<file path="src/rtl/audio_pkg.sv">
// Shared types for the audio sample sequencer: sample word, sequencer states and
// a saturating counter helper.
package audio_pkg;

  typedef logic [15:0] sample_t;

  typedef enum logic [1:0] {
    IDLE     = 2'd0,
    PRIME    = 2'd1,
    RUN      = 2'd2,
    UNDERRUN = 2'd3
  } seq_state_e;

  function automatic logic [7:0] sat_inc(input logic [7:0] value);
    return (value == 8'hFF) ? value : value + 8'd1;
  endfunction

endpackage

</file>
<file path="src/rtl/audio_stream_sequencer_if.sv">
// Sample-path signals between the sequencer (master) and the SPI receiver, DSP and
// I2S transmitter around it (slave).
interface audio_stream_sequencer_if;
  import audio_pkg::*;

  logic        rx_valid;
  sample_t     rx_data;
  logic        dsp_in_valid;
  sample_t     dsp_in_data;
  logic        dsp_out_valid;
  sample_t     dsp_out_data;
  logic [5:0]  i2s_bit_number;
  sample_t     i2s_sample;
  logic        i2s_mute;

  modport master (
    input  rx_valid, rx_data, dsp_out_valid, dsp_out_data, i2s_bit_number,
    output dsp_in_valid, dsp_in_data, i2s_sample, i2s_mute
  );

  modport slave (
    output rx_valid, rx_data, dsp_out_valid, dsp_out_data, i2s_bit_number,
    input  dsp_in_valid, dsp_in_data, i2s_sample, i2s_mute
  );

endinterface

</file>
<file path="src/rtl/sample_fifo.sv">
// Synchronous sample FIFO with flush; read data is show-ahead (head word always on rdata).
// Push while full is accepted only when a pop frees the slot in the same cycle.
module sample_fifo
  import audio_pkg::*;
#(
  parameter int unsigned DEPTH = 8,
  localparam int unsigned AddrW = $clog2(DEPTH),
  localparam int unsigned LevelW = AddrW + 1
) (
  input  logic              serial_clk,
  input  logic              reset,
  input  logic              flush,
  input  logic              push,
  input  sample_t           wdata,
  input  logic              pop,
  output sample_t           rdata,
  output logic              full,
  output logic              empty,
  output logic [LevelW-1:0] level
);

  logic [AddrW-1:0]  wr_ptr_q, rd_ptr_q;
  logic [LevelW-1:0] level_q;
  sample_t           mem_q [DEPTH];
  logic              do_push, do_pop;

  assign full    = (level_q == LevelW'(DEPTH));
  assign empty   = (level_q == '0);
  assign do_push = push && (!full || pop);
  assign do_pop  = pop && !empty;
  assign rdata   = mem_q[rd_ptr_q];
  assign level   = level_q;

  always_ff @(posedge serial_clk) begin
    if (reset || flush) begin
      wr_ptr_q <= '0;
      rd_ptr_q <= '0;
      level_q  <= '0;
    end else begin
      if (do_push) wr_ptr_q <= wr_ptr_q + AddrW'(1);
      if (do_pop)  rd_ptr_q <= rd_ptr_q + AddrW'(1);
      case ({do_push, do_pop})
        2'b10:   level_q <= level_q + LevelW'(1);
        2'b01:   level_q <= level_q - LevelW'(1);
        default: level_q <= level_q;
      endcase
    end
  end

  always_ff @(posedge serial_clk) begin
    if (do_push) mem_q[wr_ptr_q] <= wdata;
  end

endmodule

</file>
<file path="src/rtl/audio_stream_sequencer.sv">
// Moves samples SPI rx -> FIFO -> DSP -> I2S sample register, with priming, underrun
// muting, overrun dropping, DSP timeout and saturating status counters.
module audio_stream_sequencer
  import audio_pkg::*;
#(
  parameter int unsigned DEPTH       = 8,
  parameter int unsigned PRIME_LEVEL = 4,
  parameter int unsigned FRAME_BITS  = 32,
  parameter int unsigned DSP_TIMEOUT = 64,
  localparam int unsigned LevelW = $clog2(DEPTH) + 1
) (
  input  logic                      serial_clk,
  input  logic                      reset,
  input  logic                      enable,
  audio_stream_sequencer_if.master  bus,
  output logic [1:0]                seq_state,
  output logic [LevelW-1:0]         fifo_level,
  output logic [7:0]                overrun_count,
  output logic [7:0]                underrun_count
);

  localparam int unsigned TimerW = $clog2(DSP_TIMEOUT + 1);

  seq_state_e         state_q;
  logic               outstanding_q, next_valid_q, boundary_q;
  logic [TimerW-1:0]  timer_q;
  sample_t            next_sample_q, dsp_in_data_q, i2s_sample_q;
  logic               dsp_in_valid_q, i2s_mute_q;
  logic [7:0]         overrun_q, underrun_q;

  sample_t            fifo_rdata;
  logic               fifo_full, fifo_empty;
  logic               running, timeout_now, dispatch, push, overrun_now;
  logic               boundary_now, frame_edge, level_ok;

  assign running      = enable && (state_q != IDLE);
  assign timeout_now  = outstanding_q && !bus.dsp_out_valid &&
                        (timer_q == TimerW'(DSP_TIMEOUT - 1));
  // A timed-out slot can be reissued on the very edge that abandons it.
  assign dispatch     = running && !fifo_empty && !next_valid_q &&
                        (!outstanding_q || timeout_now);
  assign push         = bus.rx_valid && running && (!fifo_full || dispatch);
  assign overrun_now  = bus.rx_valid && running && fifo_full && !dispatch;
  assign boundary_now = (bus.i2s_bit_number == 6'(FRAME_BITS - 1));
  assign frame_edge   = boundary_now && !boundary_q;
  assign level_ok     = (fifo_level >= LevelW'(PRIME_LEVEL));

  sample_fifo #(
    .DEPTH (DEPTH)
  ) u_fifo (
    .serial_clk (serial_clk),
    .reset      (reset),
    .flush      (!enable),
    .push       (push),
    .wdata      (bus.rx_data),
    .pop        (dispatch),
    .rdata      (fifo_rdata),
    .full       (fifo_full),
    .empty      (fifo_empty),
    .level      (fifo_level)
  );

  always_ff @(posedge serial_clk) begin
    if (reset) begin
      state_q        <= IDLE;
      outstanding_q  <= 1'b0;
      next_valid_q   <= 1'b0;
      boundary_q     <= 1'b0;
      timer_q        <= '0;
      next_sample_q  <= '0;
      dsp_in_valid_q <= 1'b0;
      dsp_in_data_q  <= '0;
      i2s_sample_q   <= '0;
      i2s_mute_q     <= 1'b1;
      overrun_q      <= '0;
      underrun_q     <= '0;
    end else begin
      boundary_q     <= boundary_now;
      dsp_in_valid_q <= 1'b0;
      if (!enable) begin
        state_q       <= IDLE;
        outstanding_q <= 1'b0;
        next_valid_q  <= 1'b0;
        timer_q       <= '0;
        i2s_sample_q  <= '0;
        i2s_mute_q    <= 1'b1;
      end else if (state_q == IDLE) begin
        state_q <= PRIME;
      end else begin
        if (overrun_now) overrun_q <= sat_inc(overrun_q);

        if (dispatch) begin
          dsp_in_valid_q <= 1'b1;
          dsp_in_data_q  <= fifo_rdata;
          outstanding_q  <= 1'b1;
          timer_q        <= '0;
        end else if (outstanding_q) begin
          if (bus.dsp_out_valid) begin
            next_sample_q <= bus.dsp_out_data;
            next_valid_q  <= 1'b1;
            outstanding_q <= 1'b0;
          end else if (timeout_now) begin
            outstanding_q <= 1'b0;
          end else begin
            timer_q <= timer_q + TimerW'(1);
          end
        end

        // Uses the registered next_valid, so a same-cycle completion waits a frame.
        if (frame_edge) begin
          if (state_q == RUN && next_valid_q) begin
            i2s_sample_q <= next_sample_q;
            i2s_mute_q   <= 1'b0;
            next_valid_q <= 1'b0;
          end else begin
            i2s_sample_q <= '0;
            i2s_mute_q   <= 1'b1;
            if (state_q == RUN) begin
              underrun_q <= sat_inc(underrun_q);
              state_q    <= UNDERRUN;
            end
          end
        end

        if ((state_q == PRIME || state_q == UNDERRUN) && level_ok && next_valid_q) begin
          state_q <= RUN;
        end
      end
    end
  end

  assign bus.dsp_in_valid = dsp_in_valid_q;
  assign bus.dsp_in_data  = dsp_in_data_q;
  assign bus.i2s_sample   = i2s_sample_q;
  assign bus.i2s_mute     = i2s_mute_q;
  assign seq_state        = state_q;
  assign overrun_count    = overrun_q;
  assign underrun_count   = underrun_q;

endmodule
</file>
<file path="src/flat_wrapper.sv">
// flat-port wrapper written by rule: the top's interface ports become plain ports
module audio_stream_sequencer_flat import audio_pkg::*;
#(
  parameter int unsigned DEPTH       = 8,
  parameter int unsigned PRIME_LEVEL = 4,
  parameter int unsigned FRAME_BITS  = 32,
  parameter int unsigned DSP_TIMEOUT = 64,
  localparam int unsigned LevelW = $clog2(DEPTH) + 1
)
  (serial_clk, reset, enable, seq_state, fifo_level, overrun_count, underrun_count, bus_rx_valid, bus_rx_data, bus_dsp_out_valid, bus_dsp_out_data, bus_i2s_bit_number, bus_dsp_in_valid, bus_dsp_in_data, bus_i2s_sample, bus_i2s_mute);
  audio_stream_sequencer_if bus_i ();
  input  logic serial_clk;
  input  logic reset;
  input  logic enable;
  output logic [1:0] seq_state;
  output logic [LevelW-1:0] fifo_level;
  output logic [7:0] overrun_count;
  output logic [7:0] underrun_count;
  input wire logic [$bits(bus_i.rx_valid)-1:0] bus_rx_valid;
  input wire logic [$bits(bus_i.rx_data)-1:0] bus_rx_data;
  input wire logic [$bits(bus_i.dsp_out_valid)-1:0] bus_dsp_out_valid;
  input wire logic [$bits(bus_i.dsp_out_data)-1:0] bus_dsp_out_data;
  input wire logic [$bits(bus_i.i2s_bit_number)-1:0] bus_i2s_bit_number;
  output wire logic [$bits(bus_i.dsp_in_valid)-1:0] bus_dsp_in_valid;
  output wire logic [$bits(bus_i.dsp_in_data)-1:0] bus_dsp_in_data;
  output wire logic [$bits(bus_i.i2s_sample)-1:0] bus_i2s_sample;
  output wire logic [$bits(bus_i.i2s_mute)-1:0] bus_i2s_mute;
  assign bus_i.rx_valid = bus_rx_valid;
  assign bus_i.rx_data = bus_rx_data;
  assign bus_i.dsp_out_valid = bus_dsp_out_valid;
  assign bus_i.dsp_out_data = bus_dsp_out_data;
  assign bus_i.i2s_bit_number = bus_i2s_bit_number;
  assign bus_dsp_in_valid = bus_i.dsp_in_valid;
  assign bus_dsp_in_data = bus_i.dsp_in_data;
  assign bus_i2s_sample = bus_i.i2s_sample;
  assign bus_i2s_mute = bus_i.i2s_mute;
  audio_stream_sequencer #(.DEPTH(DEPTH), .PRIME_LEVEL(PRIME_LEVEL), .FRAME_BITS(FRAME_BITS), .DSP_TIMEOUT(DSP_TIMEOUT)) u_core (.serial_clk(serial_clk), .reset(reset), .enable(enable), .bus(bus_i), .seq_state(seq_state), .fifo_level(fifo_level), .overrun_count(overrun_count), .underrun_count(underrun_count));
endmodule
</file>
<file path="config.mk">
export PLATFORM = sky130hd
export DESIGN_NAME = audio_stream_sequencer_flat
export DESIGN_NICKNAME = d
export VERILOG_FILES = /design/src/rtl/audio_pkg.sv /design/src/rtl/audio_stream_sequencer_if.sv /design/src/rtl/sample_fifo.sv /design/src/rtl/audio_stream_sequencer.sv /design/src/flat_wrapper.sv
export SDC_FILE = /design/constraint.sdc
export NUM_CORES = 1
export LEC_CHECK = 0
export CAP_MARGIN = 20
export CORE_ASPECT_RATIO = 0.5
export CORE_MARGIN = 2
export CORE_UTILIZATION = 55
export CTS_BUF_LIST = sky130_fd_sc_hd__clkbuf_8
export DETAILED_ROUTE_END_ITERATION = 10
export PLACE_DENSITY = 0.77
export REMOVE_ABC_BUFFERS = 1
export SLEW_MARGIN = 20
export SYNTH_ARGS = -nofsm -noshare
export SYNTH_HDL_FRONTEND = slang
export SYNTH_HIERARCHICAL = 1
export SYNTH_SLANG_ARGS = --single-unit
</file>
<file path="constraint.sdc">
create_clock -name serial_clk -period 4.5 [get_ports serial_clk]
set_input_delay 0.9 -clock serial_clk [delete_from_list [all_inputs] [get_ports serial_clk]]
set_output_delay 0.9 -clock serial_clk [all_outputs]
set_load 0.1 [all_outputs]
</file>
==> out/summary.txt, run 1 <==
final instance area: 0.0104 sq mm
unique cell type count in the Yosys netlist: 56
max-cap viol count: 0
crit path time final: 3.72 ns
initial antenna violation count: 0
Resize count post-CTS: 0
Row Count: 32
Vias per Instance: 5.59
VDD IR max: 0.000226 V
Post-synth EDFFs: 128
Detailed Route WL: 17100 um
cell count after synthesis: 612
post-synthesis sequential area ratio: 0.662
vias in the first global route: 5233
RSZ-0062 raised after global routing: no
Ant. Diodes: 0
data required time of the critical path: 4.97 ns
Startpoint Class: input port
Slew HR: 0.318
final net count: 778
endpoint class of the critical path: register
most frequent cells in the layout: 128 x edfxtp_1, 97 x clkdlybuf4s50_1, 89 x dfxtp_1
Hold Slack: 0.452 ns
Post-Syn Area: 0.00856 sq mm
gp weighted congestion: 0.818
layout cells sized above 1: 0.165
Avg Inst Size Synth: 14.0 sq um
CTS tree: done
register bit total from synthesis: 219
Clock Skew: 0.0438 ns
period utilization: 0.826
# setup viols final: 0
Layout fillers: 1061
# Post-CTS Setup Buffers: 0
PD cells: 351 mW/mm^2
Critical Path AT: 4.19 ns
dpl ws: 0.271 ns
Root Driver: clkbuf_8
Power Total: 3640 uW
Fin. Hold Viols: 0
Hold Path Class: register to register
clock-pin slew on the worst setup and hold paths: 0.07 ns
H-tree levels: 1
Max Transition Viols Final: 0
final worst setup slack: 0.784 ns
clk buf depth: 3
Synth Warn #: 6
status: complete, no violations
maximum clock frequency: 0.269 GHz
largest net degree at the start of global routing: 42
Async SR Flop Fraction: 0
remaining global-route overflow: 0
initial core utilization: 0.559
Leakage Power: 0.00337 uW
Die Height: 92.2 um
DRC: 0
Detailed Routing Iterations Pass 1: 4
I/O pin count: 99
DP Area: 0.00980 sq mm
chip width: 180 um
routed len/inst: 17.9 um
first-pass GRT wire length: 27400 um
post-route ant nets: 0
Port Buffers: 98
Area Growth Syn to Fin: 21.3%
setup_tns: 0 ns
Reg2Reg Setup Slack: 0.95 ns
# hold bufs at CTS: 0
ys flop type: edfxtp_1
Worst Max-Slew Pin Slew: 1.02 ns
crit path max fanout: 11
clock sinks: 219
All-Layer GR Usage: 0.209
critical path class: input port to register
Final HPWL DP: 10900 um
cts bufs inserted: 30
core area: 0.0153 sq mm
die area: 0.0166 sq mm
via count: 5331
commonest non-fill, non-tap cell in the layout: edfxtp_1
First DRT Iteration DRCs: 368
Clock Latency Late Sink: 0.58 ns
-- worst max-delay path, stage by stage --
cell             delay, ns
clkdlybuf4s50_1       0.56
nand2b_1              0.09
nor3_1                0.25
nand2b_1              0.38
inv_2                 0.35
o41a_1                0.33
ha_1                  0.30
xor2_1                0.20
ha_1                  0.18
a21oi_1               0.05
xor2_1                0.16
or3_1                 0.30
a21oi_1               0.14
-- metrics by stage --
step | instances | utilization
2_1_floorplan | 582 | -
6_report | 954 | 0.678
3_5_place_dp | 899 | 0.640
4_1_cts | 954 | 0.678
3_3_place_gp | 899 | 0.640
5_1_grt | 954 | 0.678
-- kinds of logic after synthesis --
family,Yosys count,share of synthesized area
buffers and inverters,36,0.0187
AND/OR/NAND/NOR,178,0.0983
AO/OA/AOI/OAI,98,0.0775
adder cells (fa/ha/maj),8,0.0117
multiplexers,53,0.111
flip-flops,219,0.662
XOR/XNOR,20,0.0205
-- synthesized netlist by cell type (2+ instances only) --
cell | number | area [sq um]
edfxtp_1 | 128 | 3840
dfxtp_1 | 91 | 1820
nand2_1 | 79 | 297
a21oi_1 | 51 | 255
nor2_1 | 33 | 124
mux4_2 | 32 | 721
clkbuf_1 | 18 | 67.6
mux2_2 | 16 | 180
a22o_1 | 15 | 131
nand3_1 | 14 | 70.1
xor2_1 | 14 | 123
o21ai_0 | 10 | 50.1
or3_1 | 10 | 62.6
buf_2 | 8 | 40.0
ha_1 | 8 | 100
nor3_1 | 8 | 40.0
nand2b_1 | 7 | 43.8
xnor2_1 | 6 | 52.6
inv_1 | 5 | 18.8
mux2i_1 | 5 | 50.1
nand4_1 | 5 | 31.3
and3_1 | 4 | 25.0
o211ai_1 | 3 | 22.5
or2_2 | 3 | 18.8
a2111oi_4 | 2 | 55.1
a211oi_1 | 2 | 15.0
and4_1 | 2 | 17.5
buf_4 | 2 | 15.0
nor2b_1 | 2 | 12.5
nor4_1 | 2 | 12.5
o21ai_1 | 2 | 10.0
-- path summary, 6_finish.rpt --
path / startpoint / cells past startpoint / to
min: u_core/next_sample_q[3] / 2 / u_core/next_sample_q[3]
min reg2reg: u_core/next_sample_q[3] / 2 / u_core/next_sample_q[3]
max: enable / 13 / u_core/u_fifo/level[2]
max reg2reg: u_core/timer_q[0] / 13 / u_core/u_fifo/level[2]
-- sequential cells by signal, summed over array words and instances, names as in the netlist, 2 cells and up, named ones only --
| signal | cells |
|---|---|
| u_core/next_sample_q | 16 |
| u_core/u_fifo/level | 4 |
| u_core/overrun_count | 8 |
| u_core/bus.i2s_sample | 16 |
| u_core/u_fifo/rd_ptr_q | 3 |
| u_core/bus.dsp_in_data | 16 |
| u_core/u_fifo/wr_ptr_q | 3 |
| u_core/seq_state | 2 |
| u_core/underrun_count | 8 |
| u_core/u_fifo/mem_q | 128 |
| u_core/timer_q | 7 |
-- power by group --
group	internal, uW	total [uW]	switching, uW
Clock	709	1420	707
Sequential	2120	2120	3.02
Combinational	43.9	97.3	53.3
-- final cells by class --
cell class                 instances  area, sq um  area share
clock inverter                    20         91.3     0.00880
sequential                       219         5670       0.546
tap                              204          255      0.0246
inverter                           6         22.5     0.00217
multi-input combinational        357         2770       0.267
clock buffer                      35          482      0.0464
timing repair buffer             113         1090       0.105
-- routing by layer --
metal  track usage  up-vias  part of all wire
met5             0        -                 0
met2         0.338      127              0.47
met1         0.298     2657              0.47
li1              -     2523                 -
met3        0.0429       24             0.047
met4        0.0423        0             0.015
No activity file was read; power rests on OpenSTA's default activity.
==> run 2, diff against run 1 <==
==> constraint.sdc (replaced) <==
create_clock -name serial_clk -period 3.7 [get_ports serial_clk]
set_input_delay 0.74 -clock serial_clk [delete_from_list [all_inputs] [get_ports serial_clk]]
set_output_delay 0.74 -clock serial_clk [all_outputs]
set_load 0.1 [all_outputs]
==> run 2 against run 1 <==
Net effect: sequential power rose by 22%; non-clock buffer count up 2; register-to-register slack lost 0.41 ns; largest cell class unchanged.
==> out/summary.txt, run 2 (synthesis results as in run 1) <==
CTS tree: done (unchanged)
Internal: 3600 uW (was 2870 uW)
All-Layer GR Usage: 0.213 (was 0.209)
Fin. Hold Viols: 0 (unchanged)
First DRT Iteration DRCs: 571 (was 368)
via count: 5380 (was 5331)
Startpoint Class: input port (unchanged)
Largest register FFs: 128 (unchanged)
placed insts: 901 (was 899)
Hold Slack: 0.454 ns (was 0.452 ns)
Comb power frac: 0.026 (was 0.027)
RSZ-0062 raised after global routing: no (unchanged)
grt met2 use: 0.346 (was 0.338)
routed len/inst: 18.2 um (was 17.9 um)
Resize count post-CTS: 0 (unchanged)
Detailed Route WL: 17400 um (was 17100 um)
period utilization: 0.865
sequential share of power: 0.568 (was 0.584)
remaining global-route overflow: 0 (unchanged)
PD cells: 436 mW/mm^2 (was 351 mW/mm^2)
I/O pin count: 99 (unchanged)
die area: 0.0166 sq mm (unchanged)
final net count: 780 (was 778)
# setup viols final: 0 (unchanged)
# hold bufs at CTS: 0 (unchanged)
Ant. Diodes: 0 (unchanged)
final instance area: 0.0104 sq mm (about the same)
crit path max fanout: 9 (was 11)
gp weighted congestion: 0.854 (was 0.818)
vias in the first global route: 5286 (was 5233)
switch share: 0.208 (was 0.210)
DP Area: 0.00981 sq mm (was 0.00980 sq mm)
Root Driver: clkbuf_8 (unchanged)
Hold Path Stages: 2 (unchanged)
clk buf depth: 3 (unchanged)
most frequent cells in the layout: 128 x edfxtp_1, 96 x clkdlybuf4s50_1, 89 x dfxtp_1 (was 128 x edfxtp_1, 97 x clkdlybuf4s50_1, 89 x dfxtp_1)
Hold Path Class: register to register (unchanged)
Final HPWL DP: 10700 um (was 10900 um)
cts bufs inserted: 30 (unchanged)
crit path time final: 3.20 ns
Clock Skew: 0.0216 ns (was 0.0438 ns)
Critical Path AT: 3.68 ns (was 4.19 ns)
Max Transition Viols Final: 0 (unchanged)
Detailed Routing Iterations Pass 1: 4 (unchanged)
FF-to-FF path depth: 13 (unchanged)
# Post-CTS Setup Buffers: 0 (unchanged)
commonest non-fill, non-tap cell in the layout: edfxtp_1 (unchanged)
Row Count: 32 (unchanged)
chip width: 180 um (unchanged)
core area: 0.0153 sq mm (unchanged)
max-cap viol count: 0 (unchanged)
VDD IR max: 0.000272 V (was 0.000226 V)
CP startpoint: enable (unchanged)
largest net degree at the start of global routing: 54 (was 42)
Port Buffers: 98 (unchanged)
met3 GRT Util: 0.0417 (was 0.0429)
GR Util met1: 0.302 (was 0.298)
clock share of power: 0.406 (was 0.389)
DRC: 0 (unchanged)
Psw: 947 uW (was 763 uW)
fin cells: 957 (was 954)
maximum clock frequency: 0.312 GHz
Clock Latency Late Sink: 0.56 ns (was 0.58 ns)
clock sinks: 219 (unchanged)
H-tree levels: 1 (unchanged)
Power Total: 4550 uW (was 3640 uW)
Vias per Instance: 5.62 (was 5.59)
setup_tns: 0 ns (unchanged)
first-pass GRT wire length: 28000 um (was 27400 um)
data required time of the critical path: 4.18 ns (was 4.97 ns)
post-route ant nets: 0 (unchanged)
layout cells sized above 1: 0.170 (was 0.165)
status: complete, no violations (unchanged)
Reg with most FFs: u_core/u_fifo/mem_q (unchanged)
Reg2Reg Setup Slack: 0.54 ns (was 0.95 ns)
initial antenna violation count: 0 (unchanged)
Area Growth Syn to Fin: 21.8% (was 21.3%)
Slew HR: 0.323 (was 0.318)
R2R Path End: u_core/u_fifo/level[2] (unchanged)
Die Height: 92.2 um (unchanged)
Worst Max-Slew Pin Slew: 1.01 ns (was 1.02 ns)
initial core utilization: 0.559 (unchanged)
clock-pin slew on the worst setup and hold paths: 0.07 ns (about the same)
Leakage Power: 0.00339 uW (was 0.00337 uW)
busiest grt layer: met2 (unchanged)
FF-to-FF Start: u_core/timer_q[0] (unchanged)
crit path to: u_core/u_fifo/level[2] (unchanged)
critical path class: input port to register (unchanged)
endpoint class of the critical path: register (unchanged)
[run 2: layout make-up]
type / count / area, sq um
Clock buffer: 33 / 454
Clock inverter: 23 / 159
Fill cell: 1076 / 4870
Inverter: 6 / 22.5
Multi-Input combinational cell: 357 / 2770
Sequential cell: 219 / 5670
Tap cell: 204 / 255
Timing Repair Buffer: 115 / 1100
[run 2: power by group through the flow]
stage | clock [uW] | combinational [uW] | sequential (uW)
floorplan | 0 | 25.7 | 2640
finish | 1850 | 118 | 2580
detailed placement | 0 | 118 | 2640
CTS | 1890 | 119 | 2580
global route | 2010 | 127 | 2580
global placement | 0 | 115 | 2640
[run 2: critical path, stage by stage]
cell and delay (ns):
clkdlybuf4s50_1 0.56, nand2b_1 0.09, nor3_1 0.28, nand2b_1 0.17, a21oi_1 0.31, o21ai_4 0.18
ha_1 0.31, xor2_1 0.17, ha_1 0.18, a21oi_1 0.15, xor2_1 0.09, or3_1 0.31
a21oi_1 0.14
[run 2: worst min-delay path by stage]
stage                                    from                   endpoint
finish               u_core/next_sample_q[14]   u_core/next_sample_q[14]
floorplan                   u_core/timer_q[6]          u_core/timer_q[6]
global placement            u_core/timer_q[6]          u_core/timer_q[6]
detailed placement          u_core/timer_q[6]          u_core/timer_q[6]
CTS                   u_core/next_sample_q[7]    u_core/next_sample_q[7]
global route        u_core/bus.dsp_in_data[7]  u_core/bus.dsp_in_data[7]
[run 2: stage by stage]
step / worst slack [ns] / util
floorplan: -0.751 / -
global placement: 0.0937 / 0.641
detailed placement: 0.0287 / 0.642
CTS: 0.528 / 0.682
global route: 0.253 / 0.682
finish: 0.498 / 0.682
[run 2: metal layers]
metal,wire (um),part of all wire
met5,0,0
met4,248,0.014
met3,1030,0.059
met2,8130,0.47
met1,7980,0.46
